### config.mk
export PLATFORM = sky130hd
export DESIGN_NAME = if_fetch
export DESIGN_NICKNAME = d
export VERILOG_FILES = /design/src/rtl/if_fetch.sv
export SDC_FILE = /design/constraint.sdc
export NUM_CORES = 1
export LEC_CHECK = 0
export ABC_CLOCK_PERIOD_IN_PS = 6750
export BUFFER_PORTS_ARGS = -buffer_cell sky130_fd_sc_hd__buf_2
export CAP_MARGIN = 20
export CORE_MARGIN = 4
export CORE_UTILIZATION = 50
export DETAILED_ROUTE_END_ITERATION = 16
export GPL_TIMING_DRIVEN = 0
export MAX_ROUTING_LAYER = met4
export PLACE_DENSITY = 0.78
export SLEW_MARGIN = 25
export SYNTH_ARGS = -nofsm -noshare
export SYNTH_HDL_FRONTEND = slang
export SYNTH_SLANG_ARGS = --single-unit
### constraint.sdc
create_clock -name clk -period 6.75 [get_ports clk]
set_input_delay 1.0125 -clock clk [delete_from_list [all_inputs] [get_ports clk]]
set_output_delay 1.0125 -clock clk [all_outputs]
set_load 0.05 [all_outputs]
### src/rtl/if_fetch.sv
// Instruction fetch stage: launches one memory request at a time and buffers
// returned {pc, instr} pairs in a 2-entry in-order queue for decode.
module if_fetch #(
    parameter int ADDR_W = 32,
    parameter int DATA_W = 32
) (
    input  logic              clk,
    input  logic              rst,
    input  logic [ADDR_W-1:0] pc_in,
    output logic              pc_adv,
    input  logic              redirect,
    output logic              imem_req,
    output logic [ADDR_W-1:0] imem_addr,
    input  logic              imem_ready,
    input  logic              imem_rvalid,
    input  logic [DATA_W-1:0] imem_rdata,
    output logic              o_valid,
    output logic [DATA_W-1:0] o_instr,
    output logic [ADDR_W-1:0] o_pc,
    input  logic              id_ready,
    output logic [1:0]        dbg_state,
    output logic [1:0]        dbg_count
);

    // Handshakes: imem request transfers when imem_req && imem_ready; decode
    // transfer when o_valid && id_ready; imem_rvalid answers the oldest request.
    typedef enum logic [1:0] {IDLE, REQ, WAIT, DROP} state_t;

    state_t            state;
    logic [1:0]        count;
    logic [ADDR_W-1:0] head_pc, tail_pc;
    logic [DATA_W-1:0] head_instr, tail_instr;

    logic pop, push, launch;

    assign o_valid   = (count != 2'd0);
    assign o_pc      = head_pc;
    assign o_instr   = head_instr;
    assign dbg_state = state;
    assign dbg_count = count;

    assign pop    = o_valid && id_ready;
    assign push   = (state == WAIT) && imem_rvalid && !redirect;
    // A slot is free if the queue is not full, or a pop frees one this cycle.
    assign launch = (state == IDLE) && !redirect && ((count != 2'd2) || pop);
    assign pc_adv = (state == REQ) && imem_ready && !redirect;

    always_ff @(posedge clk or negedge rst) begin
        if (!rst) begin
            state     <= IDLE;
            imem_req  <= 1'b0;
            imem_addr <= '0;
        end else begin
            unique case (state)
                IDLE: begin
                    if (launch) begin
                        state     <= REQ;
                        imem_req  <= 1'b1;
                        imem_addr <= pc_in;
                    end
                end
                REQ: begin
                    if (redirect) begin
                        imem_req <= 1'b0;
                        state    <= imem_ready ? DROP : IDLE;
                    end else if (imem_ready) begin
                        imem_req <= 1'b0;
                        state    <= WAIT;
                    end
                end
                WAIT: begin
                    if (imem_rvalid) state <= IDLE;
                    else if (redirect) state <= DROP;
                end
                DROP: begin
                    // The stale response closes DROP even if another redirect arrives with it.
                    if (imem_rvalid) state <= IDLE;
                end
                default: state <= IDLE;
            endcase
        end
    end

    always_ff @(posedge clk or negedge rst) begin
        if (!rst) begin
            count      <= 2'd0;
            head_pc    <= '0;
            head_instr <= '0;
            tail_pc    <= '0;
            tail_instr <= '0;
        end else if (redirect) begin
            count <= 2'd0;
        end else begin
            unique case ({push, pop})
                2'b10: begin
                    if (count == 2'd0) begin
                        head_pc    <= imem_addr;
                        head_instr <= imem_rdata;
                    end else begin
                        tail_pc    <= imem_addr;
                        tail_instr <= imem_rdata;
                    end
                    count <= count + 2'd1;
                end
                2'b01: begin
                    head_pc    <= tail_pc;
                    head_instr <= tail_instr;
                    count      <= count - 2'd1;
                end
                2'b11: begin
                    if (count == 2'd1) begin
                        head_pc    <= imem_addr;
                        head_instr <= imem_rdata;
                    end else begin
                        head_pc    <= tail_pc;
                        head_instr <= tail_instr;
                        tail_pc    <= imem_addr;
                        tail_instr <= imem_rdata;
                    end
                end
                default: ;
            endcase
        end
    end

endmodule
==> flow_summary.ini <==
[worst_setup_path]
worst_setup_path_end_kind = output pin
r2r-end = imem_addr[4]$_DFFE_PN0P_
worst-setup-path-type = primary input to output pin
timing.critical_path.mode_cell = buf_2
critical_path.slowest_cell = buf_2
startpoint_type = primary input
worst_endpoint_data_arrival_time_ps = 1640
crit_required_ps = 5740
timing.reg2reg.setup_slack_ps = 4250
worstPathCellList = buf_2, nand3b_1, nor2_1, buf_2
reg2reg_depth = 7
crit_path_end = pc_adv
max_stage_delay_ps = 270
reg2reg_from = dbg_count[0]$_DFFE_PN0P_
setup.worst_path.start = imem_ready
timing.critical_path.fanout_max = 3

[synth]
netlist_area_um2 = 6930
ys_seq_area_share_pct = 59.6
ff_latch_count_synth = 165
synth_cells = 521
synth_fp_nets = 594
ys_types = 27
synth_warnings = 0
synth.avg_cell_area_um2 = 13.3

[placement]
detailed_placement_hpwl_um = 11300
placement.io_buffers = 171
replace_congestion = 0.778

[hold_path]
hold_class = flop to flop
min-delay-start = imem_req$_DFFE_PN0P_

[sta]
max_freq_mhz = 378
setup_viol = 0
unrepaired_setup_endpoints_after_global_routing = false
setup-tns-final_ps = 0
worst_clock_skew_ps = 9.60
timing_worst_slew_pin_value_ps = 756
slew_viol_final = 0
slew-limit-headroom_pct = 49.6
finalCriticalPeriod_ps = 2650
timing_hold_violations_final = 0
min_period_over_period_pct = 39.2

[cells_and_area]
most_frequent_standard_cell_in_the_layout_excluding_fill_and_tap_cells = buf_2
layout.cells.most_common_list = 182 x buf_2, 165 x dfrtp_1, 78 x mux2_2
drive_above_1_share_pct = 43.5
flow.area_growth_from_synthesis_pct = 24.4
finish.net_count = 785
n_fill_cell = 1032

[routing]
detail-route-antenna-nets = 0
firstDrtPassIters = 6
routed_wl_um = 15700
drt_iter0_markers = 187
detail_route.vias_per_cell = 5.29
dr_total_vias = 4767
number_of_remaining_drc_errors = 0
routedWlPerCell_um = 17.5

[floorplan]
core_region_area_um2 = 13400
die-height_um = 126
rows = 42
initial_utilization_pct = 51.7
total_i_o_pin_count = 173
die_width_um = 126
floorplan.die_area_um2 = 15800

[job]
count_of_max_cap_constraint_violations = 0

[status]
run_status = finished, final reports clean

[clock_tree]
cell_at_the_root_of_the_clock_tree = clkbuf_16
postCtsHoldBufs = 0
clk_latency_worst_skew_pair_ps = 430
clk_pin_slew_ps = 60
clock_tree.buffer_depth = 2
cts_tree = done
ctsResizeCount = 0
cts.sink_count = 165
setup_fix_buffers_added_after_clock_tree_synthesis = 0
tritoncts.num_buffers = 17
htree_levels = 4

[grt]
grt_overflow_total = 0
track_usage_pct = 21.1
antenna_found_initial = 1
grt_pass1_wl_um = 25800
via_count_of_the_first_global_routing_pass = 5188
grt_start_max_net_pins = 84
## per-stage QoR
step	util, %	cells	setup slack, ps	area [µm²]	hold slack (ps)
final	64.3	901	4100	8620	487
after global placement	59.7	868	2320	8000	454
after detailed placement	60.0	869	3910	8040	470
after floorplan	-	521	3900	6930	464
after global routing	64.3	901	4070	8620	508
after CTS	64.3	900	4110	8620	484
## synth_stat cells, drive strengths merged
master,count,share of area (%)
xnor2,2,0.25
nor4bb,1,0.14
o211ai,1,0.11
ha,3,0.54
a21o,1,0.11
nand4b,1,0.13
o22ai,1,0.18
a21oi,69,5.0
clkbuf,11,0.60
a2111oi,1,0.40
dfrtp,165,60
inv,5,0.27
buf,23,2.7
o21ai,2,0.14
a211oi,1,0.11
nand3b,1,0.11
nand2b,1,0.20
nor2,68,3.7
nand2,2,0.14
mux2,96,16
mux2i,65,9.4
a22o,1,0.13
## logic make-up (layout without fill, tap and decap cells)
group                    Yosys count  in the layout  synth area share [%]
AO/OA/AOI/OAI                     77             77                  6.22
XOR/XNOR                           2              2                 0.253
adder cells (fa/ha/maj)            3              3                 0.542
buffers and inverters             39            242                  3.52
flip-flops                       165            165                  59.6
multiplexers                     161            161                  25.4
other                              0              1                     0
AND/OR/NAND/NOR                   74             74                  4.41
## worst max-delay path: cells and delay by family
kind          cells  cell delay [ps]
buf+inv           2              380
simple gates      2              240
## metal layers
| metal | share of wire [%] | track usage [%] | vias up |
|---|---|---|---|
| li1 | - | - | 2204 |
| met1 | 43 | 26.4 | 2379 |
| met2 | 48 | 32.8 | 157 |
| met3 | 7.2 | 6.99 | 27 |
| met4 | 1.7 | 6.70 | 0 |
| met5 | 0 | - | - |
## final cells by class
type / instances / area, µm² / area share (%)
Inverter: 5 / 18.8 / 0.218
Clock buffer: 22 / 474 / 5.50
Antenna cell: 1 / 2.50 / 0.0290
Tap cell: 176 / 220 / 2.56
Timing Repair Buffer: 172 / 893 / 10.4
Clock inverter: 9 / 103 / 1.19
Buffer: 34 / 225 / 2.61
Multi-Input combinational cell: 317 / 2550 / 29.6
Sequential cell: 165 / 4130 / 47.9
## registers in the layout, summed over array words and instances (netlist names)
| name | cells |
|---|---|
| o_pc | 32 |
| dbg_state | 2 |
| imem_addr | 32 |
| dbg_count | 2 |
| imem_req | 1 |
| tail_instr | 32 |
| tail_pc | 32 |
| o_instr | 32 |
## how the worst min path moves through the flow
stage | endpoint | cells past startpoint | slack, ps
floorplan | tail_instr[2]$_DFFE_PN0P_ | 1 | 460
global placement | imem_req$_DFFE_PN0P_ | 1 | 450
detailed placement | imem_req$_DFFE_PN0P_ | 1 | 470
CTS | imem_req$_DFFE_PN0P_ | 1 | 480
global route | imem_req$_DFFE_PN0P_ | 1 | 510
finish | imem_req$_DFFE_PN0P_ | 1 | 490
Power is left out: the tool's default activity adds up to more than one toggle a clock period on the data nets, which glitch-free logic cannot reach.
